--- config.mk ---
export PLATFORM = sky130hd
export DESIGN_NAME = uart_rx_ctrl
export DESIGN_NICKNAME = d
export VERILOG_FILES = /design/src/rtl/uart_rx_pkg.sv /design/src/rtl/uart_rx_fifo.sv /design/src/rtl/uart_rx_ctrl.sv
export SDC_FILE = /design/constraint.sdc
export NUM_CORES = 1
export LEC_CHECK = 0
export BUFFER_PORTS_ARGS = -buffer_cell sky130_fd_sc_hd__buf_4
export CORE_MARGIN = 2
export CORE_UTILIZATION = 40
export DETAILED_ROUTE_END_ITERATION = 16
export PLACE_DENSITY = 0.61
export REMOVE_ABC_BUFFERS = 1
export SLEW_MARGIN = 20
export SYNTH_ARGS = -nofsm -noshare
export SYNTH_HDL_FRONTEND = slang
export SYNTH_SLANG_ARGS = --single-unit
--- constraint.sdc ---
create_clock -name i_clk -period 10.2 [get_ports i_clk]
set_input_delay 3.06 -clock i_clk [delete_from_list [all_inputs] [get_ports i_clk]]
set_output_delay 3.06 -clock i_clk [all_outputs]
set_load 0.03 [all_outputs]
--- src/rtl/uart_rx_pkg.sv ---
`default_nettype none
// ==== uart_rx_pkg : shared types and defaults for the UART RX controller | rev 1.0 ====
package uart_rx_pkg;

  localparam int unsigned DATA_W_DEF = 8;
  localparam int unsigned DEPTH_DEF  = 16;

  typedef struct packed {
    logic                  parity_err;
    logic                  frame_err;
    logic [DATA_W_DEF-1:0] data;
  } rx_entry_t;

  typedef enum logic [1:0] {
    T_IDLE    = 2'd0,
    T_COUNT   = 2'd1,
    T_EXPIRED = 2'd2
  } to_state_e;

endpackage
`default_nettype wire

--- src/rtl/uart_rx_fifo.sv ---
`default_nettype none
// ==== uart_rx_fifo : synchronous first-word-fall-through FIFO with flush | rev 1.0 ====
module uart_rx_fifo #(
  parameter  int unsigned WIDTH = 10,
  parameter  int unsigned DEPTH = 16,
  localparam int unsigned AW    = $clog2(DEPTH),
  localparam int unsigned LVL_W = $clog2(DEPTH) + 1
) (
  input  logic             i_clk,
  input  logic             i_rst_n,
  input  logic             i_wr,
  input  logic [WIDTH-1:0] i_wdata,
  input  logic             i_rd,
  input  logic             i_flush,
  output logic [WIDTH-1:0] o_rdata,
  output logic             o_full,
  output logic             o_empty,
  output logic [LVL_W-1:0] o_level
);

  logic [WIDTH-1:0] mem_q [DEPTH];
  logic [AW-1:0]    wr_ptr_q, wr_ptr_d;
  logic [AW-1:0]    rd_ptr_q, rd_ptr_d;
  logic [LVL_W-1:0] level_q, level_d;

  always_comb begin
    wr_ptr_d = wr_ptr_q;
    rd_ptr_d = rd_ptr_q;
    level_d  = level_q;
    if (i_flush) begin
      wr_ptr_d = '0;
      rd_ptr_d = '0;
      level_d  = '0;
    end else begin
      if (i_wr) wr_ptr_d = wr_ptr_q + AW'(1);
      if (i_rd) rd_ptr_d = rd_ptr_q + AW'(1);
      // Simultaneous push and pop leaves the level unchanged.
      if (i_wr && !i_rd && level_q != LVL_W'(DEPTH)) level_d = level_q + LVL_W'(1);
      if (!i_wr && i_rd && level_q != '0)            level_d = level_q - LVL_W'(1);
    end
  end

  always_ff @(posedge i_clk or negedge i_rst_n) begin
    if (!i_rst_n) begin
      wr_ptr_q <= '0;
      rd_ptr_q <= '0;
      level_q  <= '0;
    end else begin
      wr_ptr_q <= wr_ptr_d;
      rd_ptr_q <= rd_ptr_d;
      level_q  <= level_d;
    end
  end

  always_ff @(posedge i_clk) begin
    if (i_wr && !i_flush) mem_q[wr_ptr_q] <= i_wdata;
  end

  assign o_full  = (level_q == LVL_W'(DEPTH));
  assign o_empty = (level_q == '0);
  assign o_level = level_q;
  assign o_rdata = o_empty ? '0 : mem_q[rd_ptr_q];

endmodule
`default_nettype wire

--- src/rtl/uart_rx_ctrl.sv ---
`default_nettype none
// ==== uart_rx_ctrl : RX FIFO acceptance, sticky overrun, threshold/timeout IRQs | rev 1.0 ====
module uart_rx_ctrl
  import uart_rx_pkg::*;
#(
  parameter  int unsigned DATA_W = DATA_W_DEF,
  parameter  int unsigned DEPTH  = DEPTH_DEF,
  parameter  int unsigned TO_W   = 16,
  localparam int unsigned LVL_W  = $clog2(DEPTH) + 1
) (
  input  logic              i_clk,
  input  logic              i_rst_n,
  input  logic              i_rx_done,
  input  logic [DATA_W-1:0] i_rx_data,
  input  logic              i_frame_err,
  input  logic              i_parity_err,
  input  logic              i_rd_en,
  input  logic              i_flush,
  input  logic              i_clr_ovr,
  input  logic [LVL_W-1:0]  i_thresh,
  input  logic [TO_W-1:0]   i_timeout,
  output logic [DATA_W+1:0] o_rd_data,
  output logic              o_rx_empty,
  output logic              o_rx_full,
  output logic [LVL_W-1:0]  o_rx_level,
  output logic              o_overrun_flag,
  output logic              o_irq_thresh,
  output logic              o_irq_timeout,
  output logic              o_irq
);

  logic             full, empty;
  logic [LVL_W-1:0] level, level_nxt;
  logic             rd, wr, ovr_set, activity;
  logic             overrun_q, overrun_d;
  to_state_e        state_q, state_d;
  logic [TO_W-1:0]  cnt_q, cnt_d;
  logic [TO_W-1:0]  timeout_last;

  assign rd        = i_rd_en & ~empty;
  assign wr        = i_rx_done & ~i_flush & (~full | rd);
  assign ovr_set   = i_rx_done & full & ~rd & ~i_flush;
  assign activity  = wr | rd;
  assign level_nxt = i_flush ? '0 : level + LVL_W'(wr) - LVL_W'(rd);
  assign timeout_last = i_timeout - TO_W'(1);

  uart_rx_fifo #(
    .WIDTH (DATA_W + 2),
    .DEPTH (DEPTH)
  ) u_fifo (
    .i_clk   (i_clk),
    .i_rst_n (i_rst_n),
    .i_wr    (wr),
    .i_wdata ({i_parity_err, i_frame_err, i_rx_data}),
    .i_rd    (rd),
    .i_flush (i_flush),
    .o_rdata (o_rd_data),
    .o_full  (full),
    .o_empty (empty),
    .o_level (level)
  );

  // Set has priority over clear so a drop in the clearing cycle is not lost.
  always_comb begin
    overrun_d = overrun_q;
    if (ovr_set)        overrun_d = 1'b1;
    else if (i_clr_ovr) overrun_d = 1'b0;
  end

  // level_nxt already folds in flush, so "FIFO empties" covers the flush case.
  always_comb begin
    state_d = state_q;
    cnt_d   = cnt_q;
    unique case (state_q)
      T_IDLE: begin
        cnt_d = '0;
        if (i_timeout != '0 && level_nxt != '0) state_d = T_COUNT;
      end
      T_COUNT: begin
        if (level_nxt == '0 || i_timeout == '0) begin
          state_d = T_IDLE;
          cnt_d   = '0;
        end else if (activity) begin
          cnt_d = '0;
        end else if (cnt_q == timeout_last) begin
          state_d = T_EXPIRED;
          cnt_d   = '0;
        end else begin
          cnt_d = cnt_q + TO_W'(1);
        end
      end
      T_EXPIRED: begin
        cnt_d = '0;
        if (level_nxt == '0 || i_timeout == '0) state_d = T_IDLE;
        else if (activity)                      state_d = T_COUNT;
      end
      default: begin
        state_d = T_IDLE;
        cnt_d   = '0;
      end
    endcase
  end

  always_ff @(posedge i_clk or negedge i_rst_n) begin
    if (!i_rst_n) begin
      overrun_q <= 1'b0;
      state_q   <= T_IDLE;
      cnt_q     <= '0;
    end else begin
      overrun_q <= overrun_d;
      state_q   <= state_d;
      cnt_q     <= cnt_d;
    end
  end

  assign o_rx_empty     = empty;
  assign o_rx_full      = full;
  assign o_rx_level     = level;
  assign o_overrun_flag = overrun_q;
  assign o_irq_thresh   = (i_thresh != '0) && (level >= i_thresh);
  assign o_irq_timeout  = (state_q == T_EXPIRED);
  assign o_irq          = o_irq_thresh | o_irq_timeout | o_overrun_flag;

endmodule
`default_nettype wire
==> impl_metrics.ini <==
[worst_setup_path]
worstPathArrival_ps = 4550
criticalPathCategory = input port to output port
r2r_cells = 16
timing.rr.end = cnt_q[4]
r2r_setup_slack_ps = 5800
cp-start-kind = input port
crit_fanout = 2
rr_startpoint = u_fifo.o_level[2]
cp-end-kind = output port
required_ps = 7140

[timing]
min_period_ps = 7606
tns_ps = 0
drv_slew = 0
tightest_slew_ps = 953.6
post-route-period-util_pct = 74.57
slew_headroom_pct = 35.95
final-hold-violation-count = 0
finalClockSkew_ps = 10.29
setup_viol = 0
rsz0062_at_grt = false
fin_hold_ws_ps = 520.8
fmax_mhz = 131.5

[synthesis]
synth_edf_count = 160
yosys_most_used_dff = edfxtp_1
netlist.area_leader.share_pct = 54.51
netlist.top_cell.by_area = edfxtp_1
synth_top_family_by_area = multiplexers
seq_area_frac_synth_pct = 63.60
syn_area_mm2 = 0.008813
yosys.area_share.adder_pct = 3.578
yosys_register_bits = 192
yosysWarnings = 0
muxShareOfSynthArea_pct = 13.00
syn_inst = 549
synth_compound_area_share_pct = 4.131
ys_types = 56
synth_area_per_cell_um2 = 16.05
synth_simple_gate_area_share_pct = 9.441
async_flop_share_pct = 16.67
synth_area_leaders = edfxtp_1 55%, mux4_2 13%, dfrtp_1 9.1%
synthXorXnorAreaFrac_pct = 4.330

[layout]
mostFrequentLayoutCells = 160 x edfxtp_1, 60 x buf_4, 50 x mux4_2
fin_area_mm2 = 0.01006
final_nets = 670
diodes = 0
syn2layout_area_growth_pct = 14.15
final_cells = 900
drive_gt1_share_pct = 23.55
fill_cells = 1909
final_common_cell = edfxtp_1

[floorplanning]
die-area_mm2 = 0.02324
die_w_um = 152.4
die_h_um = 152.4
start_util_pct = 40.51
core_area_mm2 = 0.02176
row_count = 54
num_io_pins = 58

[global_route]
grtUsageTotal_pct = 16.65
grt_first_pass_wirelength_um = 29320
grt_pass1_vias = 5303
grt_start_max_net_pins = 44
overflow = 0
antenna_found_initial = 0

[clock_network]
path_clk_slew_ps = 70
cts_tree = yes
cts_setup_buffers = 0
cts_root_buffer = clkbuf_16
cts.hold.buffers_added = 0
ctsResizeCount = 0
insertion_delay_ps = 430
cts_buffers = 17
clockBufferDepth = 2
clock_sink_count = 192
htree_levels = 4

[routing]
drt-initial-drc-count = 289
routed_via_density = 5.556
routed_wl_um = 18780
num_vias = 5000
firstDrtPassIters = 4
avgRoutedWirePerCell_um = 20.87
drc = 0
drtAntennaViolNets = 0

[run_status]
status = finished, final reports clean

[power_and_ir_drop]
p_leak_nw = 3.476
ir_worst_vdd_v = 0.0001165
powerDensity_mw_per_mm2 = 205.4

[job]
cap_violations = 0

[placed_design]
portBuffers = 57
dpl.hpwl_um = 11670
place_area_mm2 = 0.009543
dp.cells = 870
gp_congestion = 0.8152

[hold_path]
min-delay-start = state_q[0]
min_path_type = register to register
min_path_cells = 1
min_to = state_q[0]
critical path: stages:
cell      delay (ps)
buf_4            110
ha_1             270
nand2b_1         140
a21o_1           170
a21o_1           170
a21o_1           170
a21oi_1          170
o21ai_0          110
buf_4            170
cell usage after synthesis, types with 7 or more instances:
library cell / count
nand2b_1: 8
o21ai_0: 11
mux4_2: 50
ha_1: 22
nor2b_1: 15
nand4_1: 8
a21o_1: 7
edfxtp_1: 160
xor2_1: 17
and2_1: 17
nand2_1: 16
nor2_1: 18
dfrtp_1: 32
nor3_1: 20
clkbuf_1: 13
xnor2_1: 24
a21oi_1: 10
inv_1: 24
nand3_1: 14
state kept, by name (all words and copies together) (netlist names):
signal and flops:
u_fifo.mem_q 160, u_fifo.o_level 5, u_fifo.rd_ptr_q 4, u_fifo.wr_ptr_q 4, o_overrun_flag 1, cnt_q 16
state_q 2
layout make-up:
class | count | area, um^2 | area share (%)
multi-input combinational | 314 | 3045 | 30.27
clock buffer | 18 | 429.2 | 4.266
sequential | 192 | 5607 | 55.73
timing repair buffer | 60 | 450.4 | 4.477
tap | 280 | 350.3 | 3.482
inverter | 24 | 90.09 | 0.8954
clock inverter | 12 | 88.84 | 0.8830
report_power, final:
group	leakage [nW]	total [W]	internal, W	switching [W]
clock	0.242	0.000593	0.000310	0.000282
combinational	1.36	0.000572	0.000270	0.000302
sequential	1.88	0.000903	0.000871	0.0000313
kinds of logic after synthesis:
| family | count (synthesis) |
|---|---|
| AOI/OAI and AO/OA | 52 |
| xor gates and xnor gates | 42 |
| adders and majority gates | 24 |
| buffers and inverters | 43 |
| DFF | 192 |
| muxes | 52 |
| and+or+nand+nor | 144 |
metrics by stage:
step	setup slack (ps)	util (%)	power [W]
2_1_floorplan	2687	-	0.001321
3_3_place_gp	2624	43.86	0.001484
3_5_place_dp	2594	43.86	0.001499
4_1_cts	2581	46.24	0.002089
5_1_grt	2467	46.24	0.002170
6_report	2594	46.24	0.002067
worst max path at each step:
stage,start,end,cells past startpoint
after floorplan,i_thresh[0],o_irq,7
after global placement,i_thresh[0],o_irq,9
after detailed placement,i_thresh[0],o_irq,9
after CTS,i_thresh[0],o_irq,9
after global routing,i_thresh[0],o_irq,9
final,i_thresh[0],o_irq,9
per-layer routing:
layer  up-vias  wire (um)  track usage (%)
met5         -          0                0
met2       136       9566            28.04
li1       2257          -                -
met3        19        859            3.413
met1      2588       8095            21.85
met4         0        259            5.379
Note: power is estimated with default switching activity, not from simulation.
